==> config.mk <==
export PLATFORM = sky130hd
export DESIGN_NAME = efpga_top2
export DESIGN_NICKNAME = d
export VERILOG_FILES = /design/src/rtl/efpga_top2_pkg.sv /design/src/rtl/efpga_dr_check.sv /design/src/rtl/efpga_top2.sv
export SDC_FILE = /design/constraint.sdc
export NUM_CORES = 1
export LEC_CHECK = 0
export ABC_AREA = 1
export BUFFER_PORTS_ARGS = -buffer_cell sky130_fd_sc_hd__buf_4
export CAP_MARGIN = 30
export CORE_AREA = 2 2 343 345
export CTS_BUF_LIST = sky130_fd_sc_hd__clkbuf_16
export DETAILED_ROUTE_END_ITERATION = 8
export DIE_AREA = 0 0 345 347
export HOLD_SLACK_MARGIN = 0.06
export SLEW_MARGIN = 20
export SYNTH_ARGS = -nofsm -noshare
export SYNTH_HDL_FRONTEND = slang
export SYNTH_HIERARCHICAL = 1
export SYNTH_SLANG_ARGS = --single-unit
==> constraint.sdc <==
create_clock -name CLK -period 5.75 [get_ports CLK]
set_input_delay 0.8625 -clock CLK [delete_from_list [all_inputs] [get_ports CLK]]
set_output_delay 0.8625 -clock CLK [all_outputs]
set_load 0.02 [all_outputs]
==> src/rtl/efpga_top2_pkg.sv <==
// Shared encodings, LFSR taps and output field layout for the eFPGA top level.
package efpga_top2_pkg;

  typedef enum logic [1:0] {
    OP_HOLD = 2'b00,
    OP_LOAD = 2'b01,
    OP_ADD  = 2'b10,
    OP_XOR  = 2'b11
  } op_e;

  localparam int LFSR_W = 80;
  localparam int TAP_0  = 79;
  localparam int TAP_1  = 78;
  localparam int TAP_2  = 42;
  localparam int TAP_3  = 41;

  localparam int D_LSB     = 0;
  localparam int CTRL_LSB  = 8;
  localparam int ACC_LSB   = 12;
  localparam int EN_BIT    = 20;
  localparam int PHASE_BIT = 21;

  function automatic logic [LFSR_W-1:0] lfsr_next(input logic [LFSR_W-1:0] r);
    return {r[LFSR_W-2:0], r[TAP_0] ^ r[TAP_1] ^ r[TAP_2] ^ r[TAP_3]};
  endfunction

  // An all-zero state would lock the LFSR, so it is replaced by 1.
  function automatic logic [LFSR_W-1:0] lfsr_seed(input logic [LFSR_W-1:0] s);
    return (s == '0) ? {{(LFSR_W-1){1'b0}}, 1'b1} : s;
  endfunction

endpackage

==> src/rtl/efpga_dr_check.sv <==
// Dual-rail pair checker: flags any bit whose true and false rails agree.
module efpga_dr_check #(
  parameter int W = 1
) (
  input  logic [W-1:0] rail_t,
  input  logic [W-1:0] rail_f,
  output logic         fault
);

  assign fault = |(~(rail_t ^ rail_f));

endmodule

==> src/rtl/efpga_top2.sv <==
// Masked dual-rail I/O boundary around a small byte accumulator datapath,
// with LFSR mask generation, fault detection and a word-serial config loader.
module efpga_top2
  import efpga_top2_pkg::*;
#(
  parameter int INPUT_W = 22,
  parameter int CFG_W   = 92
) (
  input  logic               CLK,
  input  logic               rst_sync_fabric,
  input  logic               rst_sync_rng,
  input  logic               rst_async_full,
  input  logic               resetn,
  input  logic [INPUT_W:0]   O_top_0_t,
  input  logic [INPUT_W:0]   O_top_0_f,
  input  logic [INPUT_W:0]   O_top_1_t,
  input  logic [INPUT_W:0]   O_top_1_f,
  input  logic [INPUT_W:0]   ctrl_O_top_0_t,
  input  logic [INPUT_W:0]   ctrl_O_top_0_f,
  input  logic [79:0]        key_t,
  input  logic [79:0]        key_f,
  input  logic [79:0]        iv_t,
  input  logic [79:0]        iv_f,
  input  logic               SelfWriteStrobe,
  input  logic [31:0]        SelfWriteData,
  input  logic               Rx,
  input  logic               s_clk,
  input  logic               s_data,
  output logic [INPUT_W:0]   I_top_0_t,
  output logic [INPUT_W:0]   I_top_0_f,
  output logic [INPUT_W:0]   I_top_1_t,
  output logic [INPUT_W:0]   I_top_1_f,
  output logic [INPUT_W:0]   ctrl_I_top_0_t,
  output logic [INPUT_W:0]   ctrl_I_top_0_f,
  output logic [INPUT_W:0]   T_top,
  output logic [INPUT_W:0]   ctrl_T_top,
  output logic [CFG_W-1:0]   A_config_C,
  output logic [CFG_W-1:0]   B_config_C,
  output logic               ComActive,
  output logic               ReceiveLED,
  output logic               f_detected,
  output logic               prech1,
  output logic               prech2
);

  localparam int BW = INPUT_W + 1;

  logic [7:0]        d_p0;
  logic [4:0]        ctrl_p0;
  logic [4:0]        flt_p0;
  logic              fault_p0;
  op_e               op_p0;
  logic [7:0]        t_p0;
  logic [7:0]        acc_nxt_p0;
  logic [BW-1:0]     y_p0;
  logic [BW-1:0]     m_p0;

  logic              phase;
  logic [7:0]        acc;
  logic [LFSR_W-1:0] lfsr_r;
  logic [BW-1:0]     share0_p1;
  logic [BW-1:0]     share1_p1;
  logic [BW-1:0]     stat_p1;
  logic [2*CFG_W-1:0] cfg;

  logic unused_pins;
  assign unused_pins = Rx ^ s_clk ^ s_data;

  // Stage p0: unmask inputs, check rails, compute next accumulator and output word
  assign d_p0    = O_top_0_t[7:0] ^ O_top_1_t[7:0];
  assign ctrl_p0 = ctrl_O_top_0_t[4:0];
  assign op_p0   = op_e'(ctrl_p0[1:0]);

  efpga_dr_check #(.W(BW)) u_chk_o0   (.rail_t(O_top_0_t),      .rail_f(O_top_0_f),      .fault(flt_p0[0]));
  efpga_dr_check #(.W(BW)) u_chk_o1   (.rail_t(O_top_1_t),      .rail_f(O_top_1_f),      .fault(flt_p0[1]));
  efpga_dr_check #(.W(BW)) u_chk_ctrl (.rail_t(ctrl_O_top_0_t), .rail_f(ctrl_O_top_0_f), .fault(flt_p0[2]));
  efpga_dr_check #(.W(80)) u_chk_key  (.rail_t(key_t),          .rail_f(key_f),          .fault(flt_p0[3]));
  efpga_dr_check #(.W(80)) u_chk_iv   (.rail_t(iv_t),           .rail_f(iv_f),           .fault(flt_p0[4]));

  assign fault_p0 = |flt_p0;

  always_comb begin
    t_p0 = acc;
    case (op_p0)
      OP_HOLD: t_p0 = acc;
      OP_LOAD: t_p0 = d_p0;
      OP_ADD:  t_p0 = acc + d_p0;
      OP_XOR:  t_p0 = acc ^ d_p0;
      default: t_p0 = acc;
    endcase
    acc_nxt_p0 = ctrl_p0[2] ? {t_p0[6:0], t_p0[7]} : t_p0;
  end

  always_comb begin
    y_p0                  = '0;
    y_p0[D_LSB +: 8]      = d_p0;
    y_p0[CTRL_LSB +: 4]   = ctrl_p0[3:0];
    y_p0[ACC_LSB +: 8]    = acc;
    y_p0[EN_BIT]          = ctrl_p0[4];
    y_p0[PHASE_BIT]       = phase;
  end

  assign m_p0 = lfsr_r[BW-1:0];

  // Stage p1: datapath state, masked output shares and status
  always_ff @(posedge CLK) begin
    if (rst_sync_fabric) begin
      phase     <= 1'b0;
      acc       <= '0;
      share0_p1 <= '0;
      share1_p1 <= '0;
      stat_p1   <= '0;
    end else begin
      phase <= ~phase;
      if (phase && ctrl_p0[4] && !f_detected)
        acc <= acc_nxt_p0;
      if (f_detected) begin
        share0_p1 <= '0;
        share1_p1 <= '0;
      end else begin
        share0_p1 <= y_p0 ^ m_p0;
        share1_p1 <= m_p0;
      end
      stat_p1 <= {{(BW-7){1'b0}}, f_detected, phase, ctrl_p0};
    end
  end

  always_ff @(posedge CLK) begin
    if (rst_sync_fabric || rst_sync_rng)
      lfsr_r <= lfsr_seed(key_t ^ iv_t);
    else
      lfsr_r <= lfsr_next(lfsr_r);
  end

  always_ff @(posedge CLK) begin
    if (rst_async_full)
      f_detected <= 1'b0;
    else if (fault_p0)
      f_detected <= 1'b1;
  end

  always_ff @(posedge CLK) begin
    if (!resetn) begin
      cfg        <= '0;
      ReceiveLED <= 1'b0;
      ComActive  <= 1'b0;
    end else if (SelfWriteStrobe) begin
      cfg        <= {cfg[2*CFG_W-33:0], SelfWriteData};
      ReceiveLED <= ~ReceiveLED;
      ComActive  <= 1'b1;
    end else begin
      ComActive  <= 1'b0;
    end
  end

  assign I_top_0_t      = share0_p1;
  assign I_top_0_f      = ~share0_p1;
  assign I_top_1_t      = share1_p1;
  assign I_top_1_f      = ~share1_p1;
  assign ctrl_I_top_0_t = stat_p1;
  assign ctrl_I_top_0_f = ~stat_p1;
  assign T_top          = '0;
  assign ctrl_T_top     = '0;
  assign A_config_C     = cfg[CFG_W-1:0];
  assign B_config_C     = cfg[2*CFG_W-1:CFG_W];
  assign prech1         = ~phase;
  assign prech2         = phase;

endmodule

==> results by stage <==
Power:
- The design draws 6.74 mW.
- Dividing total power by cell area gives a power density of 258 nW/um2.
- The worst IR drop on VDD is roughly 160 uV.
- Summed over all cells, the static leakage comes to 13.5 nW.

Detailed routing:
- The average routed wire per standard cell is between 15 and 20 um.
- After detailed routing, the number of remaining DRC violations is 0.
- The vias per cell is 3.80.
- The number of vias in the routed layout is 19300.
- The total wirelength of the detailed-routed design is 93.1 mm.
- The number of routed nets with antenna violations is 0.
- The pre-antenna-repair detailed-routing pass consisted of 5 iterations.
- For this block, the initial DRC count from the detailed router was 1000.

Placed design:
- The post-detailed-placement cell area is 24800 um2.
- At the end of routability-driven placement, the weighted congestion stood at 1.00.
- The number of buffers added on ports is a little under 800.
- The wire-length estimate of the detail-placed layout is 79.1 mm.
- Before CTS, the worst setup slack after placement is approximately 2.7 ns.

Layout:
- The total of fill cells in the finished design is between 10000 and 15000.
- The finished cells cover 26100 um2.
- The library cells used most frequently in the layout, excluding fill and tap cells, are 798 x buf_4, 751 x nand2_1, 574 x nor2_1.
- The final core utilization is 22.6%.
- The post-synthesis to final-layout area growth is 48.9%.
- Leaving out fill and tap cells, the most frequent cell in the layout is buf_4.
- In the final design database the tool counted 4026 nets.
- The share of final-layout standard cells stronger than drive strength 1 is 24.8%.

Die:
- The number of placement rows is between 100 and 150.
- The core box area is 116000 um2.
- Measured along the x axis, the die boundary spans 345 um.
- Measured along the y axis, the die boundary spans about 350 um.
- Once the floorplan was initialized, standard cells occupied 15.2% of the core.
- The die covers approximately 120000 um2.
- During I/O placement, the number of pins put on the boundary was 872.

STA:
- The final period demand of the worst path is 2.47 ns.
- Across the routed clock network, the largest skew measured is 0.0240 ns.
- Setup slack on the critical path of the routed design comes to 3.28 ns.
- Setup repair after global routing left no endpoint under its margin.
- The maximum frequency from static timing analysis is just over 400 MHz.
- The count of endpoints failing hold in the final timing report came to 0.
- The actual transition at the worst max-transition pin is 0.923 ns.
- The total negative setup slack is 0 ns.
- The final critical path takes up 42.9% of the cycle.
- Setup violations remaining at the end of the flow were counted as 0.
- The max-slew violation count came to 0.
- Measured against its own limit, the worst slew margin works out to around two fifths.

Yosys:
- The leading area contributor after synthesis is dfxtp_1.
- Sorting the synthesized cells by area gives the leading types as dfxtp_1 37%, nand2_1 16%, nor2_1 12%.
- The number of enable flip-flop cells after synthesis is 0.
- The synthesized instance count is 2764.
- The fraction of registers with async set/reset is 0%.
- The fraction of the yosys area taken by sequential cells is between 30% and 40%.
- Dividing the synthesized area by the synthesized cell count gives 6.34 um2.
- Among all flip-flop cells after synthesis, the most frequent one is dfxtp_1.
- The Yosys step of the flow raised 6 warnings.
- The share of Yosys cell area claimed by the top area cell type is 37.4%.
- The number of flip-flops and latches in the synthesized netlist is about 330.
- Yosys mapped the design onto 37 distinct sky130hd cell types.
- Summing every instance area after synthesis gives 17500 um2.

Clock tree:
- The clock input transition at the sequential cells of the worst setup and hold paths is 0.06 ns.
- Counting every sink on the clock net gives 328.
- The post-cts sizing count is 0.
- The clock passes through at most 3 buffers.
- The later pin in the worst-skew pair is clocked with a latency of 0.59 ns.
- The quantity of hold-fixing buffers added after cts is 0.
- The H-tree depth is 2.
- The root buffer cell chosen for the clock tree is clkbuf_16.
- In this run, CTS created clock tree buffers numbering 42.
- Post-CTS timing repair inserted 0 buffers for setup.
- The TritonCTS clock tree is built.

Global route:
- The overall overflow remaining after global route is 0.
- The number of antenna violations at the first check in global routing is 19.
- The first-pass GRT wire length is 126 mm.
- The pin count of the biggest net entering global routing is 102.
- Across every metal layer, demand over resource in global routing totals 14.8%.
- The via count of the first global-routing pass came to 17800.

Worst setup path:
- Measured in cells, the most critical reg-to-reg path has a length of 9.
- The most critical setup path has its endpoint at acc[5].
- In this run the critical register-to-register path is captured at acc[0].
- The worst setup slack for register-to-register paths is around 3.8 ns.
- The beginning of the worst register-to-register path is acc[6].
- Data on the critical path is required at its endpoint by around 6.2 ns.
- The maximum fanout encountered on the critical timing path is 4.
- The sort of element at the start of the critical path is a primary input.
- The critical path class is in -> reg.
- The arrival time at the worst endpoint is 2.94 ns.
- The most critical setup path has its startpoint at O_top_1_t[0].
- The endpoint class of the critical path is a flip-flop.

Min path:
- The path type of the worst min-delay path is reg -> reg.

Outcome:
- The run finished with clean final reports.

Run:
- The number of max-capacitance violations reported is 0.
==> synth_stat cells, types with 2 or more instances <==
cell and number:
xnor2_1 105, inv_1 394, nor2_1 574, a21oi_1 25
buf_2 33, o21ai_1 10, nand2_1 752, dfxtp_1 328
a22oi_1 5, nor3_1 12, nor2_2 2, conb_1 2
or2_1 2, o21ai_0 251, ha_1 9, nand4_1 7
xor2_1 65, clkbuf_1 52, buf_4 81, inv_2 8
a21o_1 2, nand3_1 30
==> cells by family (layout without fill, tap and decap cells) <==
| kind of cell | Yosys count | count (layout) | synth area share (%) |
|---|---|---|---|
| AOI/OAI and AO/OA | 299 | 299 | 8.75 |
| xor gates and xnor gates | 170 | 170 | 8.49 |
| adders and majority gates | 10 | 10 | 0.756 |
| buffers and inverters | 570 | 1279 | 14.2 |
| DFF | 328 | 328 | 37.4 |
| other | 2 | 90 | 0.0428 |
| and+or+nand+nor | 1385 | 1385 | 30.3 |
==> through the flow <==
stage | hold slack (ns) | std cells
final | 0.426 | 5085
after global routing | 0.441 | 5084
after CTS | 0.425 | 5073
after detailed placement | 0.413 | 4997
after global placement | 0.407 | 4996
after floorplan | 0.403 | 2840
==> area by class of cell <==
type / instances / area [um2] / share of cell area [%]
inverters: 404 / 1520 / 5.83
clock buffers: 42 / 1050 / 4.03
diodes: 12 / 30.0 / 0.115
clock inverters: 34 / 241 / 0.925
flip-flops and latches: 328 / 6570 / 25.2
well taps: 1524 / 1910 / 7.30
repair buffers: 799 / 6010 / 23.0
multi-input cells: 1942 / 8780 / 33.6
==> registers in the layout, summed over array words and instances (netlist names) <==
register        cells
cfg               184
acc                 8
ComActive           1
ReceiveLED          1
I_top_1_t          22
f_detected          1
prech2              1
ctrl_I_top_0_t      7
lfsr_r             80
I_top_0_t          23
==> worst max-delay path, stage by stage <==
cell and delay [ns]:
buf_4 0.12, xor2_1 0.44, ha_1 0.28, inv_1 0.06
fa_1 0.38, inv_1 0.14, nand2_1 0.09, nand2_1 0.06
nand2_1 0.04, nand3_1 0.09, nand4_1 0.16, nand3_1 0.13
a21oi_1 0.06
==> where the power goes <==
group / total, mW / switching [mW] / internal [mW] / leakage [nW]
registers: 2.64 / 0.185 / 2.46 / 2.72
clock network: 2.54 / 1.11 / 1.43 / 0.658
logic: 1.56 / 0.920 / 0.639 / 10.1
==> layer usage <==
layer | wire length (um) | GRT usage, % | part of all wire (%)
met1 | 35000 | 15.8 | 38
met2 | 47200 | 26.9 | 51
met3 | 5350 | 2.96 | 5.7
met4 | 5560 | 8.77 | 6.0
met5 | 0 | 0 | 0
==> worst min-delay path by stage <==
stage / end / cells past startpoint / from
after global placement: lfsr_r[36] / 2 / lfsr_r[35]
after global routing: lfsr_r[61] / 2 / lfsr_r[60]
after detailed placement: lfsr_r[61] / 2 / lfsr_r[60]
after CTS: lfsr_r[67] / 2 / lfsr_r[66]
final: lfsr_r[61] / 2 / lfsr_r[60]
after floorplan: lfsr_r[24] / 2 / lfsr_r[23]
Note: power is estimated with default switching activity, not from simulation.
